File: src/rtl/ecc_scrub_ctrl.sv
// Background scrubber / error aggregator for the ECC register array.
// Define ECC_SCRUB_WRITEBACK_EN to build the corrective write-back path; otherwise monitor-only.
module ecc_scrub_ctrl #(
    parameter int NUM_REGS       = 100,
    parameter int NUM_REG_BITS   = 8,
    parameter int SCRUB_INTERVAL = 4,
    parameter int CNT_W          = 16,
    parameter int SBE_THRESH     = 8,
    localparam int IDX_W = (NUM_REGS > 1) ? $clog2(NUM_REGS) : 1
) (
    input  logic                             clk,
    input  logic                             reset_b,
    input  logic                             scrub_en,
    input  logic [NUM_REGS*NUM_REG_BITS-1:0] reg_dout_flat,
    input  logic [NUM_REGS-1:0]              single_bit_err,
    input  logic [NUM_REGS-1:0]              double_bit_err,
    input  logic [NUM_REGS-1:0]              parity_bit_err,
    input  logic [NUM_REGS-1:0]              host_w_en,
    output logic [NUM_REGS-1:0]              scrub_w_en,
    output logic [NUM_REG_BITS-1:0]          scrub_w_din,
    output logic [CNT_W-1:0]                 sbe_count,
    output logic [CNT_W-1:0]                 dbe_count,
    input  logic                             cnt_clr,
    output logic                             err_irq,
    input  logic                             irq_clr,
    output logic [IDX_W-1:0]                 dbe_first_idx,
    output logic                             dbe_first_valid,
    output logic                             busy,
    output logic                             pass_done
);
    // state  | meaning
    // IDLE   | not scanning, idx held at 0
    // CHECK  | sample error flags of register idx
    // WRITE  | scrub write of corrected data (write-back build only)
    // SETTLE | let register output update after write (write-back build only)
    // WAIT   | SCRUB_INTERVAL idle cycles, then advance idx
    localparam int TMR_W = (SCRUB_INTERVAL > 1) ? $clog2(SCRUB_INTERVAL) : 1;

    typedef enum logic [2:0] {
        IDLE,
        CHECK,
`ifdef ECC_SCRUB_WRITEBACK_EN
        WRITE,
        SETTLE,
`endif
        WAIT
    } state_t;

    state_t           state_q, state_d;
    logic [IDX_W-1:0] idx_q, idx_d;
    logic [TMR_W-1:0] tmr_q, tmr_d;
    logic             sbe_inc, dbe_det, pass_d, reg_done, adv;
    logic             sbe_hit;

    always_comb begin
        state_d  = state_q;
        idx_d    = idx_q;
        tmr_d    = tmr_q;
        sbe_inc  = 1'b0;
        dbe_det  = 1'b0;
        pass_d   = 1'b0;
        reg_done = 1'b0;
        adv      = 1'b0;
        case (state_q)
            IDLE: begin
                idx_d = '0;
                if (scrub_en) state_d = CHECK;
            end
            CHECK: begin
                if (double_bit_err[idx_q]) begin
                    dbe_det  = 1'b1;
                    reg_done = 1'b1;
                end else if (single_bit_err[idx_q] || parity_bit_err[idx_q]) begin
`ifdef ECC_SCRUB_WRITEBACK_EN
                    state_d = WRITE;
`else
                    sbe_inc  = 1'b1;
                    reg_done = 1'b1;
`endif
                end else begin
                    reg_done = 1'b1;
                end
            end
`ifdef ECC_SCRUB_WRITEBACK_EN
            WRITE: begin
                sbe_inc = !host_w_en[idx_q];
                state_d = SETTLE;
            end
            SETTLE: reg_done = 1'b1;
`endif
            WAIT: begin
                if (tmr_q == '0) adv = 1'b1;
                else             tmr_d = tmr_q - 1'b1;
            end
            default: state_d = IDLE;
        endcase

        // A zero interval skips WAIT entirely so the next CHECK follows directly.
        if (reg_done) begin
            if (SCRUB_INTERVAL == 0) begin
                adv = 1'b1;
            end else begin
                state_d = WAIT;
                tmr_d   = TMR_W'(SCRUB_INTERVAL - 1);
            end
        end

        if (adv) begin
            if (idx_q == IDX_W'(NUM_REGS - 1)) begin
                idx_d  = '0;
                pass_d = 1'b1;
            end else begin
                idx_d = idx_q + 1'b1;
            end
            state_d = scrub_en ? CHECK : IDLE;
        end
    end

    always_ff @(posedge clk or negedge reset_b) begin
        if (!reset_b) begin
            state_q   <= IDLE;
            idx_q     <= '0;
            tmr_q     <= '0;
            busy      <= 1'b0;
            pass_done <= 1'b0;
        end else begin
            state_q   <= state_d;
            idx_q     <= idx_d;
            tmr_q     <= tmr_d;
            busy      <= (state_d != IDLE);
            pass_done <= pass_d;
        end
    end

`ifdef ECC_SCRUB_WRITEBACK_EN
    logic [NUM_REGS-1:0] wen_q;

    always_ff @(posedge clk or negedge reset_b) begin
        if (!reset_b) begin
            wen_q       <= '0;
            scrub_w_din <= '0;
        end else begin
            wen_q <= (state_d == WRITE) ? (NUM_REGS'(1) << idx_q) : '0;
            if (state_q == CHECK && state_d == WRITE)
                scrub_w_din <= reg_dout_flat[int'(idx_q)*NUM_REG_BITS +: NUM_REG_BITS];
        end
    end

    // Host write in the same cycle wins; masking here avoids a collision on the shared port.
    assign scrub_w_en = wen_q & ~host_w_en;
`else
    logic unused_wb_inputs;
    assign unused_wb_inputs = ^{host_w_en, reg_dout_flat};
    assign scrub_w_en  = '0;
    assign scrub_w_din = '0;
`endif

    assign sbe_hit = sbe_inc && !cnt_clr && (sbe_count != '1) &&
                     ((sbe_count + 1'b1) == CNT_W'(SBE_THRESH));

    always_ff @(posedge clk or negedge reset_b) begin
        if (!reset_b) begin
            sbe_count       <= '0;
            dbe_count       <= '0;
            err_irq         <= 1'b0;
            dbe_first_idx   <= '0;
            dbe_first_valid <= 1'b0;
        end else begin
            if (cnt_clr)                           sbe_count <= '0;
            else if (sbe_inc && sbe_count != '1)   sbe_count <= sbe_count + 1'b1;

            if (cnt_clr)                           dbe_count <= '0;
            else if (dbe_det && dbe_count != '1)   dbe_count <= dbe_count + 1'b1;

            if (dbe_det || sbe_hit) err_irq <= 1'b1;
            else if (irq_clr)       err_irq <= 1'b0;

            // A dbe coinciding with irq_clr becomes the new first failure.
            if (dbe_det && (!dbe_first_valid || irq_clr)) begin
                dbe_first_idx   <= idx_q;
                dbe_first_valid <= 1'b1;
            end else if (irq_clr) begin
                dbe_first_valid <= 1'b0;
            end
        end
    end
endmodule

File: config.mk
export PLATFORM = sky130hd
export DESIGN_NAME = ecc_scrub_ctrl
export DESIGN_NICKNAME = d
export VERILOG_FILES = /design/src/rtl/ecc_scrub_ctrl.sv
export SDC_FILE = /design/constraint.sdc
export NUM_CORES = 1
export LEC_CHECK = 0
export BUFFER_PORTS_ARGS = -buffer_cell sky130_fd_sc_hd__buf_2
export CAP_MARGIN = 25
export CORE_AREA = 2 2 523 525
export DETAILED_ROUTE_END_ITERATION = 10
export DIE_AREA = 0 0 525 527
export SYNTH_ARGS = -nofsm -noshare
export SYNTH_HDL_FRONTEND = slang
export SYNTH_SLANG_ARGS = --single-unit
export TNS_END_PERCENT = 5
File: constraint.sdc
create_clock -name clk -period 4.2 [get_ports clk]
set_input_delay 0.63 -clock clk [delete_from_list [all_inputs] [get_ports clk]]
set_output_delay 0.63 -clock clk [all_outputs]
set_load 0.05 [all_outputs]
==> metrics.cfg <==
[outcome]
status=finished clean

[setup_path]
critPathKind=reg -> reg
critical-path-top-delay-family=compound AO/OA/AOI/OAI gates
cpMaxStageDelayCell=dfrtp_4
critPathRequiredTime_ns=4.39
cp-start-kind=flop
slowest_delay_ns=0.64
critPathArrivalTime_ns=4.09
crit_chain=buf_12, o311ai_0, o32ai_1, nor4_1, a2111oi_0, buf_4, a2111oi_2, buf_4, a21boi_1, and4_1, mux2_2
setup.worst_path.end_class=flop
critPathBufInv=3
path_common_cell=buf_4
critPathMaxFanout=40

[synthesis]
syn_avg_cell_area_um2=8.419
ys_ff_latch=55
seq_area_frac_synth_pct=23.55
netlist_instances=694
synth_top_family_by_area=simple AND/OR/NAND/NOR gates
muxShareOfSynthArea_pct=14.41
synth_compound_area_share_pct=17.97
synth-adder-area-share_pct=0.8565
async_flop_share_pct=100.0
synth_enable_flop_cells=0
syn_area_um2=5843
ys_warn_count=0
synthDistinctLibCells=71
ys.flop_type=dfrtp_1
yosys.area_share.simple_pct=24.18
synthXorXnorAreaFrac_pct=0.8994

[pwr]
power_density_nw_per_um2=140.3
peakVddDrop_uv=206.3
p_total_uw=1678
p_leak_uw=0.003775

[clock_tree]
cts_buffers=5
cts.htree.levels=2
clock_latency_ns=0.30
cts_sinks=55
hold_buffers=0
cts_resized=0
cts_tree=yes
clockBufferDepth=2
post_cts_buffers=0
clk_pin_slew_worst_paths_ns=0.07
cts-root-buf=clkbuf_16

[global_routing]
grt_max_degree=45
grtUsageTotal_pct=4.741
grt_pass1_vias=6175
grt_use_met1_pct=3.670
top_usage_layer=met2
grt_overflow=0
gr-usage-met3_pct=4.426
gr-usage-met2_pct=8.377
grt_pass1_wl_um=80900
antenna_found_initial=188

[timing]
rsz0062_at_grt=no
maxSlewHeadroom_pct=42.53
max_freq_mhz=256.9
setup_viol_count_final=0
tightest_slew_ns=0.8620
timing.hold.ws_ns=0.4370
slew_viol_final=0
fin_crit_ns=3.892
final.setup.tns_ns=0
finClkSkew_ns=0.004880
period_share_pct=92.66
timing.final.ws_setup_ns=0.3081
final_hold_viol_count=0

[route]
viasPerCell=1.551
routed_wirelength_um=69240
wl_per_cell_um=14.86
drcViolationCount=0
initialDrtViolationCount=464
antenna_left=0
first_pass_iters=4
vias=7228

[floorplan]
initial_core_util_pct=2.151
die_w_um=525
fp.dieH_um=527
rows=192
die_area_um2=276700
boundaryPins=1356
fp.coreArea_um2=271700

[worst_hold_path]
hold_path_class=in -> async

[run]
drv_cap=0

[cells_and_area]
syn_to_final_growth_pct=104.7
fin_nets=2251
drive_gt1_share_pct=42.19
fill_cells=32210

[place]
hpwl_um=65060
gp_congestion=0.8641
place_ws_ns=0.2376
port_buffers=347

[worst paths after layout]
path	start	endpoint	slack (ns)	cells past startpoint
max in group asynchronous	reset_b	sbe_count[4]	2.95	2
worst min-delay path	reset_b	dbe_count[13]	0.44	1
worst max register to register	idx_q[0]	sbe_count[10]	0.31	11
min in group clk	dbe_first_idx[6]	dbe_first_idx[6]	0.49	2
worst min register to register	dbe_first_idx[6]	dbe_first_idx[6]	0.49	2
worst max-delay path	idx_q[0]	sbe_count[10]	0.31	11
[layer usage]
layer  up-vias  wire length, µm
li1       3104                -
met1      3196            18540
met2       509            32750
met3       313            13290
met4       106             4029
met5         -              626
[kinds of logic after synthesis]
family / after synthesis
AND/OR/NAND/NOR: 270
buffers and inverters: 156
AO/OA/AOI/OAI: 154
flip-flops: 55
multiplexers: 48
XOR/XNOR: 6
adder cells (fa/ha/maj): 4
other: 1
[per-stage QoR]
stage	utilization [%]	area (µm²)	instances
after floorplan	-	6248	802
after global placement	4.315	11720	4624
after detailed placement	4.315	11720	4624
after CTS	4.377	11890	4632
after global routing	4.390	11930	4646
final	4.403	11960	4660
[cells in the final DEF (no fill, tap or decap), drive strengths merged, types with 4 or more instances in the layout]
master,netlist,routed
nand2b,17,17
xnor2,4,4
nor3b,4,4
o22ai,10,10
mux2i,8,8
nor3,41,41
a31oi,6,6
conb,1,109
nand2,23,23
diode,0,28
or2,9,9
nand4,14,14
inv,13,13
or3,10,10
o31ai,17,17
mux4,26,26
and3,10,10
nor2,74,74
buf,126,376
mux2,14,14
clkbuf,17,5
nor4,10,10
dfrtp,55,55
ha,4,4
a211oi,11,11
and2,8,8
nand3,18,18
nor2b,15,15
a21oi,31,31
o21ai,33,33
a22oi,8,8
or4,7,7
[registers in the layout, indices dropped and copies added (netlist names)]
name and count:
dbe_first_idx 7, sbe_count 16, dbe_first_valid 1, pass_done 1, idx_q 7, dbe_count 16
state_q 3, busy 1, tmr_q 2, err_irq 1
[worst register-to-register path, stage by stage (launching register included)]
cell and delay (ns):
dfrtp_4 0.64, buf_12 0.25, o311ai_0 0.32, o32ai_1 0.18, nor4_1 0.10, a2111oi_0 0.54, buf_4 0.21, a2111oi_2 0.04
buf_4 0.22, a21boi_1 0.65, and4_1 0.31, mux2_2 0.33
[synthesized netlist by cell type, types with 4 or more instances]
library cell / count / share of area [%]
dfrtp_1: 55 / 24
a211oi_1: 11 / 1.4
mux2_2: 14 / 2.7
o22ai_1: 10 / 1.1
and2_1: 8 / 0.86
o31ai_1: 17 / 2.2
or2_2: 8 / 0.86
or4_1: 7 / 0.90
o21ai_0: 33 / 2.8
nand4_1: 14 / 1.5
mux2i_1: 8 / 1.4
and3_1: 10 / 1.1
nand2_1: 22 / 1.4
inv_1: 13 / 0.84
a22oi_1: 8 / 1.0
nand3_1: 18 / 1.5
nor4_1: 10 / 1.1
nor3_1: 41 / 3.5
nand2b_1: 17 / 1.8
a31oi_1: 6 / 0.64
nor2b_1: 15 / 1.6
buf_2: 11 / 0.94
clkbuf_1: 17 / 1.1
mux4_2: 21 / 8.1
nor2_1: 74 / 4.8
nor3b_1: 4 / 0.51
xnor2_1: 4 / 0.60
a21oi_1: 31 / 2.7
ha_1: 4 / 0.86
or3_1: 10 / 1.1
buf_4: 111 / 14
mux4_1: 5 / 2.2
[cell type report]
class | count | area, µm² | share of cell area [%]
antenna | 28 | 70.07 | 0.5857
timing repair buffer | 376 | 1967 | 16.44
clock inverter | 3 | 43.79 | 0.3661
inverter | 13 | 48.80 | 0.4079
tap | 3589 | 4491 | 37.54
clock buffer | 5 | 125.1 | 1.046
multi-input combinational | 591 | 3836 | 32.07
sequential | 55 | 1381 | 11.55
[power by group]
part	internal, µW	switching [µW]	total, µW
Clock	282	207	489
Combinational	191	431	623
Sequential	549	17.0	566
(Power assumes the default switching activity.)
